`src/rtl/learn_mode_scorer.sv`:
```
// Learn-mode engine: pulls expected notes from the song FIFO, waits for the matching
// chord/octave and scores each note as hit, miss (timeout) or wrong press.
module learn_mode_scorer #(
  parameter int KEYS        = 8,
  parameter int OCT_W       = 2,
  parameter int TIMEOUT_CYC = 100_000_000,
  parameter int CNT_W       = 8
) (
  input  logic                  clk,
  input  logic                  rst_n,
  input  logic                  enable,
  input  logic                  clear,
  input  logic [KEYS-1:0]       buts,
  input  logic [OCT_W-1:0]      octave,
  input  logic [KEYS+OCT_W-1:0] note_data,
  input  logic                  note_valid,
  input  logic                  song_end,
  output logic                  note_pop,
  output logic [KEYS-1:0]       exp_keys,
  output logic [OCT_W-1:0]      exp_oct,
  output logic                  hit,
  output logic                  miss,
  output logic                  wrong,
  output logic [CNT_W-1:0]      hit_cnt,
  output logic [CNT_W-1:0]      miss_cnt,
  output logic [CNT_W-1:0]      wrong_cnt,
  output logic [CNT_W-1:0]      streak,
  output logic [CNT_W-1:0]      best_streak,
  output logic                  done
);

  localparam int TMR_W = (TIMEOUT_CYC > 1) ? $clog2(TIMEOUT_CYC) : 1;
  localparam logic [CNT_W-1:0] CNT_MAX = '1;

  typedef enum logic [2:0] {IDLE, FETCH, WAIT_KEY, RELEASE, DONE} state_t;

  state_t           state;
  logic [KEYS-1:0]  buts_q, buts_prev, note_keys;
  logic [OCT_W-1:0] oct_q;
  logic [TMR_W-1:0] timer;
  logic             match, timeout, wrong_press;
  logic [CNT_W-1:0] streak_inc;

  // FIFO words carry key 0 in the MSB; flip into buts order
  for (genvar i = 0; i < KEYS; i++) begin : g_rev
    assign note_keys[i] = note_data[KEYS+OCT_W-1-i];
  end

  function automatic logic [CNT_W-1:0] sat_inc(input logic [CNT_W-1:0] v);
    return (v == CNT_MAX) ? v : v + CNT_W'(1);
  endfunction

  assign match       = (buts_q == exp_keys) && (oct_q == exp_oct);
  assign timeout     = (TIMEOUT_CYC != 0) && (timer == TMR_W'(TIMEOUT_CYC - 1));
  assign wrong_press = |(buts_q & ~buts_prev & ~exp_keys);
  assign streak_inc  = sat_inc(streak);
  assign note_pop    = enable && (state == FETCH) && note_valid;

  always_ff @(posedge clk or negedge rst_n) begin
    if (!rst_n) begin
      state       <= IDLE;
      buts_q      <= '0;
      buts_prev   <= '0;
      oct_q       <= '0;
      timer       <= '0;
      exp_keys    <= '0;
      exp_oct     <= '0;
      hit         <= 1'b0;
      miss        <= 1'b0;
      wrong       <= 1'b0;
      hit_cnt     <= '0;
      miss_cnt    <= '0;
      wrong_cnt   <= '0;
      streak      <= '0;
      best_streak <= '0;
      done        <= 1'b0;
    end else begin
      buts_q    <= buts;
      buts_prev <= buts_q;
      oct_q     <= octave;
      hit       <= 1'b0;
      miss      <= 1'b0;
      wrong     <= 1'b0;
      if (!enable) begin
        state <= IDLE;
        done  <= 1'b0;
      end else begin
        case (state)
          IDLE: state <= FETCH;
          FETCH: begin
            if (note_valid) begin
              exp_keys <= note_keys;
              exp_oct  <= note_data[OCT_W-1:0];
              // all-zero keys is a rest: consumed silently, keep fetching
              if (|note_keys) begin
                state <= WAIT_KEY;
                timer <= '0;
              end
            end else if (song_end) begin
              state <= DONE;
              done  <= 1'b1;
            end
          end
          WAIT_KEY: begin
            timer <= timer + TMR_W'(1);
            if (match) begin
              hit     <= 1'b1;
              hit_cnt <= sat_inc(hit_cnt);
              streak  <= streak_inc;
              if (streak_inc > best_streak) best_streak <= streak_inc;
              state   <= RELEASE;
            end else if (timeout) begin
              miss     <= 1'b1;
              miss_cnt <= sat_inc(miss_cnt);
              streak   <= '0;
              state    <= RELEASE;
            end else if (wrong_press) begin
              wrong     <= 1'b1;
              wrong_cnt <= sat_inc(wrong_cnt);
              streak    <= '0;
            end
          end
          // a held chord must be let go before the next note can score
          RELEASE: if (buts_q == '0) state <= FETCH;
          DONE:    state <= DONE;
          default: state <= IDLE;
        endcase
      end
      if (clear) begin
        hit_cnt     <= '0;
        miss_cnt    <= '0;
        wrong_cnt   <= '0;
        streak      <= '0;
        best_streak <= '0;
      end
    end
  end

endmodule
```
`config.mk`:
```
export PLATFORM = sky130hd
export DESIGN_NAME = learn_mode_scorer
export DESIGN_NICKNAME = d
export VERILOG_FILES = /design/src/rtl/learn_mode_scorer.sv
export SDC_FILE = /design/constraint.sdc
export NUM_CORES = 1
export LEC_CHECK = 0
export CORE_ASPECT_RATIO = 1.1
export CORE_MARGIN = 3
export CORE_UTILIZATION = 54
export DETAILED_ROUTE_END_ITERATION = 6
export PLACE_DENSITY = 0.78
export RECOVER_POWER = 25
export SLEW_MARGIN = 0
export SYNTH_ARGS = -nofsm -noshare
export SYNTH_HDL_FRONTEND = slang
export SYNTH_SLANG_ARGS = --single-unit
export TNS_END_PERCENT = 50
```
`constraint.sdc`:
```
create_clock -name clk -period 3.7 [get_ports clk]
set_input_delay 0.555 -clock clk [delete_from_list [all_inputs] [get_ports clk]]
set_output_delay 0.555 -clock clk [all_outputs]
set_load 0.02 [all_outputs]
```
# ---- Yosys cells after proc, flatten, opt, wreduce, memory -nomap -nowiden
# Cells that the tools add are included.
dict set report totals {
  input_bits 26
  register_bits 102
  output_inout_bits 55
  word_cells 132
}
dict set report classes {
  eq_ne 25
  n_addsub 5
  n_reduce_logical 24
  n_bitwise 4
  magnitude_cmp 1
  muxes 57
}
# op n
set ops {}
lappend ops {{$mux W8} 30}
lappend ops {{$mux W27} 2}
lappend ops {{$pmux W27 S2} 1}
lappend ops {{$add A8 B1 Y8 const B} 4}
lappend ops {{$eq A8 B8 Y1 const B} 4}
lappend ops {{$add A27 B1 Y27 const B} 1}
lappend ops {{$eq A27 B27 Y1 const B} 1}
lappend ops {{$mux W3} 7}
lappend ops {{$and A8 B8 Y8} 2}
lappend ops {{$mux W1} 16}
lappend ops {{$not A8 Y8} 2}
lappend ops {{$reduce_and A4 Y1} 4}
lappend ops {{$reduce_or A8 Y1} 2}
lappend ops {{$pmux W3 S5} 1}
lappend ops {{$ne A2 B2 Y1 const B} 7}
lappend ops {{$reduce_bool A2 Y1} 7}
lappend ops {{$reduce_and A3 Y1} 3}
lappend ops {{$eq A8 B8 Y1} 1}
lappend ops {{$gt A8 B8 Y1} 1}
lappend ops {{$logic_not A8 Y1} 1}
lappend ops {{$ne A4 B4 Y1 const B} 2}
lappend ops {{$eq A3 B2 Y1 const B} 2}
lappend ops {{$ne A2 B1 Y1 const B} 3}
lappend ops {{$reduce_and A6 Y1} 1}
lappend ops {{9 further kinds} 11}

# ---- Logic depth before layout (Yosys ltp)
# Gate-level depths: netlist of run 1.
dict set report depth {
  ltp_word 10
  depth_mapped 14
  ltp_nobuf 12
}

# ---- Worst setup path after synthesis of run 1
# No wires, ideal clock.
dict set report synth_path {
  path_kind {reg2reg}
  from {register streak[0]}
  to {register best_streak[0]}
  t_arrival_ns 2.973
  stages_incl_launch_ff 14
  setup_slack_ns 0.599
  path_buffers 2
  setup_time_ns 0.128
  synth_period_minus_slack_ns 3.101
  required_ns 3.572
  cell_sequence {dfrtp_1 -> ha_1 -> and2_1 -> clkbuf_1 -> nand4_1 -> mux2_2 -> ha_1 -> nor2b_1 -> o211ai_1 -> a21oi_1 -> o311a_1 -> buf_4 -> mux2i_1 -> nor2b_1}
}
dict set report synth_between {
  elab_chain_len 7
  elab_cells_between_ends 11
  cone_classes {add/sub (1); order compare (1); eq/ne (1); mux (6); reduce/logical (2)}
}
# element line_no
set synth_lines {}
lappend synth_lines {{start: declaration} 27} ;# output logic [CNT_W-1:0] streak,
lappend synth_lines {{start signal: assignment} 109} ;# streak <= streak_inc;
lappend synth_lines {{$add A8 B1 Y8 / $eq A8 B8 Y1 (equally long branches)} 50} ;# return (v == CNT_MAX) ? v : v + CNT_W'(1);
lappend synth_lines {{$mux W8 (*)} 50}
lappend synth_lines {{branches (longest 5 deep; another with $gt A8 B8 Y1)} n/a}
lappend synth_lines {{end signal: assignment} 110} ;# if (streak_inc > best_streak) best_streak <= streak_inc;
lappend synth_lines {{end: declaration} 28} ;# output logic [CNT_W-1:0] best_streak,
# Every way passes the cells marked *. The select of a mux whose other input is x is not followed.
# A chain may end at the register's enable or synchronous reset.

# ---- Worst setup path after layout of run 1
dict set report layout_path {
  from {register streak[0]}
  to {register best_streak[4]}
}
# The elaborated chain is that of the path after synthesis.

==> results of run 1 <==
-- per-stage QoR --
step	instance area, um^2	util (%)	setup WS, ps	total power, mW	hold slack [ps]
2_1_floorplan	5040	-	599	1.48	259
3_3_place_gp	5980	66.7	619	1.67	406
3_5_place_dp	5980	66.7	444	1.68	410
4_1_cts	6180	68.9	377	2.39	357
5_1_grt	6170	68.9	137	2.48	438
6_report	6170	68.9	370	2.37	433
-- layout make-up --
cell class / instances / area, um^2
inverters: 11 / 41.3
flip-flops and latches: 102 / 2550
repair buffers: 88 / 856
multi-input cells: 363 / 2380
clock buffers: 10 / 138
fillers: 708 / 2790
well taps: 114 / 143
clock inverters: 6 / 61.3
-- critical path, delay by kind of cell (launching register included) --
| family | cells | cell delay (ps) |
|---|---|---|
| DFF | 1 | 460 |
| AOI/OAI and AO/OA | 3 | 750 |
| adders and majority gates | 2 | 500 |
| and+or+nand+nor | 4 | 810 |
| muxes | 2 | 680 |
-- metal layers --
| metal | vias to the layer above | global-route usage [%] | wire length, um |
|---|---|---|---|
| met2 | 79 | 36.2 | 5320 |
| li1 | 1917 | - | - |
| met4 | 0 | 8.61 | 261 |
| met3 | 18 | 4.15 | 403 |
| met5 | - | 0 | 0 |
| met1 | 1928 | 30.3 | 5050 |
-- state kept, by name, indices dropped and copies added (netlist names) --
register,count
exp_keys,8
miss_cnt,8
state,3
wrong_cnt,8
wrong,1
done,1
hit,1
buts_q,8
miss,1
oct_q,2
best_streak,8
hit_cnt,8
streak,8
buts_prev,8
exp_oct,2
timer,27
-- layout by cell type, fill, tap and decap left out, types with 3 or more instances in the layout --
master,instances
o21ai_0,11
and2_1,4
buf_4,8
dfrtp_1,102
xnor2_1,23
xor2_1,20
clkinv_2,3
o31ai_1,10
nand2b_1,11
nand2_1,34
and4_1,5
or3_1,9
ha_1,13
dlygate4sd3_1,10
nor2_1,56
or4_1,10
clkbuf_8,10
nor4_1,4
nor2b_1,8
nand4_1,14
and3_1,11
nor3b_1,7
inv_1,11
mux2_2,9
nor4b_1,3
clkdlybuf4s50_1,69
a21oi_1,25
mux2i_1,19
nand3_1,30
-- where the power goes --
part           internal, mW  switching, mW
clock                 0.329          0.383
sequential             1.18         0.0730
combinational         0.192          0.206
total                  1.70          0.662
-- logic make-up (layout without fill, tap and decap cells) --
| kind of cell | count (synthesis) | count (layout) | share of synthesized area, % |
|---|---|---|---|
| adders and majority gates | 13 | 13 | 3.23 |
| AOI/OAI and AO/OA | 61 | 61 | 7.57 |
| and+or+nand+nor | 218 | 218 | 23.2 |
| muxes | 28 | 28 | 5.78 |
| buffers and inverters | 26 | 115 | 2.06 |
| DFF | 102 | 102 | 50.6 |
| xor gates and xnor gates | 43 | 43 | 7.47 |
-- final timing paths --
| path | end |
|---|---|
| max | best_streak[4]$_DFFE_PN0P_ |
| min | buts_prev[4]$_DFF_PN0_ |
| max reg2reg | best_streak[4]$_DFFE_PN0P_ |
| min reg2reg | buts_prev[4]$_DFF_PN0_ |
| max in group asynchronous | timer[3]$_DFFE_PN0P_ |
| min in group asynchronous | streak[5]$_DFFE_PN0P_ |
==> impl_metrics.json, run 1 <==
{
  "status": "finished with violations",
  "violations": "max-capacitance violations, max-slew violations",
  "whs_path_depth": 0,
  "netlist-cell-type-count": 49,
  "worstPathMaxFanout": 8,
  "diodes": 0,
  "clkSinkCount": 102,
  "start_kind": "flip-flop",
  "rsz0062_at_grt": "false",
  "wl_per_cell_um": 15.9,
  "cp-end-kind": "flip-flop",
  "timing.setup.tns_ps": 0,
  "io_buffers": 80,
  "hold_start": "buts_q[4]$_DFF_PN0_",
  "area_growth_pct": 22.5,
  "synth_largest_area_cell": "dfrtp_1",
  "cts_root_buf": "clkbuf_8",
  "r2r_start": "streak[0]$_DFFE_PN0P_",
  "hold_viol_final": 0,
  "setup_viol": 0,
  "fin_crit_ps": 3330,
  "finalNonFillerCells": 694,
  "antenna_found_initial": 0,
  "grt_pass1_vias": 4030,
  "synth.avg_cell_area_um2": 10.3,
  "synth-edff-count": 0,
  "die_area_um2": 10500,
  "worstMarginPinSlew_ps": 1890,
  "synth_area_leaders": "dfrtp_1, nor2_1, xnor2_1, mux2i_1, xor2_1",
  "design.core.area_um2": 8960,
  "cts_setup_buffers": 0,
  "r2r_cells": 11,
  "ctsResizeCount": 0,
  "cap_violations": 1,
  "h-tree-depth": 3,
  "io_pins": 81,
  "ys_seq_area_share_pct": 50.6,
  "max_slew_margin_pct": -26.1,
  "startpoint": "streak[0]$_DFFE_PN0P_",
  "synth-seq-cells": 102,
  "ys.flop_type": "dfrtp_1",
  "drt_first_pass_iters": 4,
  "ys_warn_count": 0,
  "path_clk_slew_ps": 100,
  "grt_max_degree": 76,
  "critPathKind": "reg2reg",
  "cellPowerDensity_nw_per_um2": 383,
  "ant_nets": 0,
  "p_leak_nw": 2.61,
  "vias": 3942,
  "synth_top_area_share_pct": 50.6,
  "clk_latency_ps": 370,
  "finClkSkew_ps": 14.2,
  "grt_pass1_wl_um": 19200,
  "initial_utilization_pct": 56.2,
  "layout-drive-gt1-share_pct": 6.90,
  "grt_use_total_pct": 22.4,
  "max_stage_delay_ps": 510,
  "crit_chain": "ha_1 -> and2_1 -> nand4_1 -> mux2_2 -> ha_1 -> nor2b_1 -> o211ai_1 -> a21oi_1 -> o311a_1 -> mux2i_1 -> nor2_1",
  "timing.final.crit_share_pct": 90.0,
  "finalWirelength_um": 11000,
  "critPathArrivalTime_ps": 3570,
  "rrSetupSlack_ps": 370,
  "critPathMostFrequentCell": "ha_1",
  "synth.most_common_cell": "dfrtp_1",
  "cts_tree": "built",
  "final_nets": 614,
  "place.gp.congestion": 0.783,
  "synth_common_cells": "dfrtp_1, nor2_1, nand2_1",
  "placed_cells": 678,
  "drtIter0Drc": 189,
  "fmax_ghz": 0.300,
  "rows": 36,
  "hold_path_class": "reg2reg",
  "syn_nets": 530,
  "syn_inst": 491,
  "synth_async_sr_flop_share_pct": 100,
  "dieWidth_um": 98.1,
  "cts_buffer_depth": 2,
  "synth_area_um2": 5040,
  "die_height_um": 107,
  "viasPerCell": 5.68,
  "dp_hpwl_um": 7870,
  "critical-path-slowest-cell": "o311a_1",
  "ir_worst_vdd_v": 0.000335,
  "drc": 0,
  "cts_hold_buf": 0,
  "worstPathRequired_ps": 3940,
  "report.final.slew_viol_count": 76,
  "grt_remaining_overflow": 0,
  "cts_buffers": 9
}
Power figures use the tool's default switching activity.
==> run 2: changes to the inputs <==
--- a/config.mk
+++ b/config.mk
@@ -5,6 +5,7 @@
 export SDC_FILE = /design/constraint.sdc
 export NUM_CORES = 1
 export LEC_CHECK = 0
+export CAP_MARGIN = 5
 export CORE_ASPECT_RATIO = 1.1
 export CORE_MARGIN = 3
 export CORE_UTILIZATION = 54
==> results of run 2 <==
The final DEF is identical to that of run 1; final timing and power are the same.
==> run 3: changes to the inputs <==
--- a/config.mk
+++ b/config.mk
@@ -7,7 +7,6 @@
 export LEC_CHECK = 0
 export CAP_MARGIN = 5
 export CORE_ASPECT_RATIO = 1.1
-export CORE_MARGIN = 3
 export CORE_UTILIZATION = 54
 export DETAILED_ROUTE_END_ITERATION = 6
 export PLACE_DENSITY = 0.78
==> run 3 against run 2 <==
Net effect: the flow still finishes with violations (max-capacitance violations, max-slew violations); sequential power is essentially flat; critical path type unchanged; highest routed layer unchanged; clock-buffer cell count up 1; sequential cell count stayed put; clock power fell by 1%; routed wire length down 0.73%.
==> impl_metrics.json, run 3 (synthesized netlist as in run 1, its figures left out) <==
{
  "status": "finished with violations",
  "violations": "max-capacitance violations, max-slew violations",
  "dieWidth_um": 94.1,
  "cellPowerDensity_nw_per_um2": 382,
  "hold_path_class": "reg2reg",
  "grt_max_degree": 77,
  "worstPathMaxFanout": 8,
  "cts_hold_buf": 0,
  "hold_viol_final": 0,
  "initial_utilization_pct": 56.2,
  "clk_latency_ps": 360,
  "cts_setup_buffers": 0,
  "io_buffers": 80,
  "critical-path-slowest-cell": "o311a_1",
  "p_leak_nw": 2.61,
  "start_kind": "flip-flop",
  "seqPwrFrac_pct": 53.3,
  "cp_top_family": "simple AND/OR/NAND/NOR gates",
  "final_nets": 614,
  "critPathArrivalTime_ps": 3540,
  "critPathKind": "reg2reg",
  "ir_worst_vdd_v": 0.000360,
  "io_pins": 81,
  "crit_chain": "ha_1 -> and2_1 -> nand4_1 -> mux2_2 -> ha_1 -> nor2b_1 -> o211ai_1 -> a21oi_1 -> o311a_1 -> mux2i_1 -> nor2_1",
  "cts_root_buf": "clkbuf_8",
  "netSwitchingFraction_pct": 27.7,
  "rrSetupSlack_ps": 390,
  "timing.final.crit_share_pct": 89.5,
  "largest_register_ffs": 27,
  "area_growth_pct": 22.5,
  "wl_per_cell_um": 15.8,
  "max_slew_margin_pct": -26.1,
  "fmax_ghz": 0.302,
  "dp_slack_ps": 469,
  "ctsResizeCount": 0,
  "drc": 0,
  "p_clk_share_pct": 29.9,
  "cts_buffer_depth": 2,
  "grt_remaining_overflow": 0,
  "die_area_um2": 9720,
  "drtIter0Drc": 178,
  "rsz0062_at_grt": "false",
  "multi_input_area_um2": 2380,
  "cts_tree": "built",
  "cts_buffers": 9,
  "diodes": 0,
  "p_switching_mw": 0.653,
  "worstMarginPinSlew_ps": 1890,
  "grt_pass1_wl_um": 18800,
  "viasPerCell": 5.74,
  "report.final.slew_viol_count": 77,
  "fin_crit_ps": 3310,
  "finalWirelength_um": 11000,
  "die_height_um": 103,
  "rows": 36,
  "worstPathRequired_ps": 3930,
  "vias": 3985,
  "critPathMostFrequentCell": "ha_1",
  "ant_nets": 0,
  "critPathBufInv": 0,
  "p_int_mw": 1.71,
  "grt_use_total_pct": 24.7,
  "grt_pass1_vias": 3962,
  "layout-drive-gt1-share_pct": 6.72,
  "mostFrequentLayoutCell": "dfrtp_1",
  "layout_common_cells": "dfrtp_1, clkdlybuf4s50_1, nor2_1, nand2_1, nand3_1",
  "max_stage_delay_ps": 500,
  "dp_hpwl_um": 7850,
  "worst_slack_ps": 390,
  "finClkSkew_ps": 17.8,
  "path_clk_slew_ps": 100,
  "cp-end-kind": "flip-flop",
  "nFillCells": 709,
  "timing.setup.tns_ps": 0,
  "antenna_found_initial": 0,
  "place.gp.congestion": 0.850,
  "top_register": "timer",
  "postLayoutCoreUtil_pct": 68.9,
  "h-tree-depth": 3,
  "design.core.area_um2": 8960,
  "combinationalPowerShare_pct": 16.9,
  "drt_first_pass_iters": 4,
  "clkSinkCount": 102,
  "register_area_um2": 2550,
  "setup_viol": 0,
  "cap_violations": 1
}
-- run 3: layer usage --
| metal | up-vias | share of wire [%] | global-route usage (%) |
|---|---|---|---|
| met3 | 20 | 2.9 | 2.70 |
| met4 | 0 | 2.4 | 10.3 |
| li1 | 1912 | - | - |
| met2 | 74 | 50 | 42.4 |
| met1 | 1979 | 45 | 32.1 |
| met5 | - | 0 | 0 |
-- run 3: layout make-up --
class,instances,share of cell area (%)
multi-input combinational,363,38.6
timing repair buffer,88,13.9
sequential,102,41.3
clock inverter,5,0.952
clock buffer,11,2.29
inverter,11,0.669
tap,114,2.31
-- run 3: path summary, 6_finish.rpt --
| path | cells past startpoint | startpoint | to |
|---|---|---|---|
| max in group asynchronous | 1 | rst_n | timer[25]$_DFFE_PN0P_ |
| min reg2reg | 0 | buts_q[6]$_DFF_PN0_ | buts_prev[6]$_DFF_PN0_ |
| min in group asynchronous | 1 | rst_n | best_streak[7]$_DFFE_PN0P_ |
| max reg2reg | 11 | streak[0]$_DFFE_PN0P_ | best_streak[7]$_DFFE_PN0P_ |
| max | 11 | streak[0]$_DFFE_PN0P_ | best_streak[7]$_DFFE_PN0P_ |
| min | 0 | buts_q[6]$_DFF_PN0_ | buts_prev[6]$_DFF_PN0_ |
-- run 3: per-stage QoR --
stage / total power, mW / hold slack [ps] / cells / area, um^2
after floorplan: 1.48 / 259 / 491 / 5040
after global placement: 1.67 / 409 / 678 / 5980
after detailed placement: 1.68 / 422 / 678 / 5980
after CTS: 2.38 / 367 / 694 / 6180
after global routing: 2.47 / 468 / 694 / 6180
final: 2.36 / 445 / 694 / 6180
-- run 3: power by group through the flow --
stage               clock network (mW)  registers [mW]  logic [mW]
floorplan                            0            1.32       0.161
global placement                     0            1.28       0.392
detailed placement                   0            1.28       0.403
CTS                              0.720            1.26       0.405
global route                     0.759            1.27       0.438
finish                           0.705            1.26       0.398
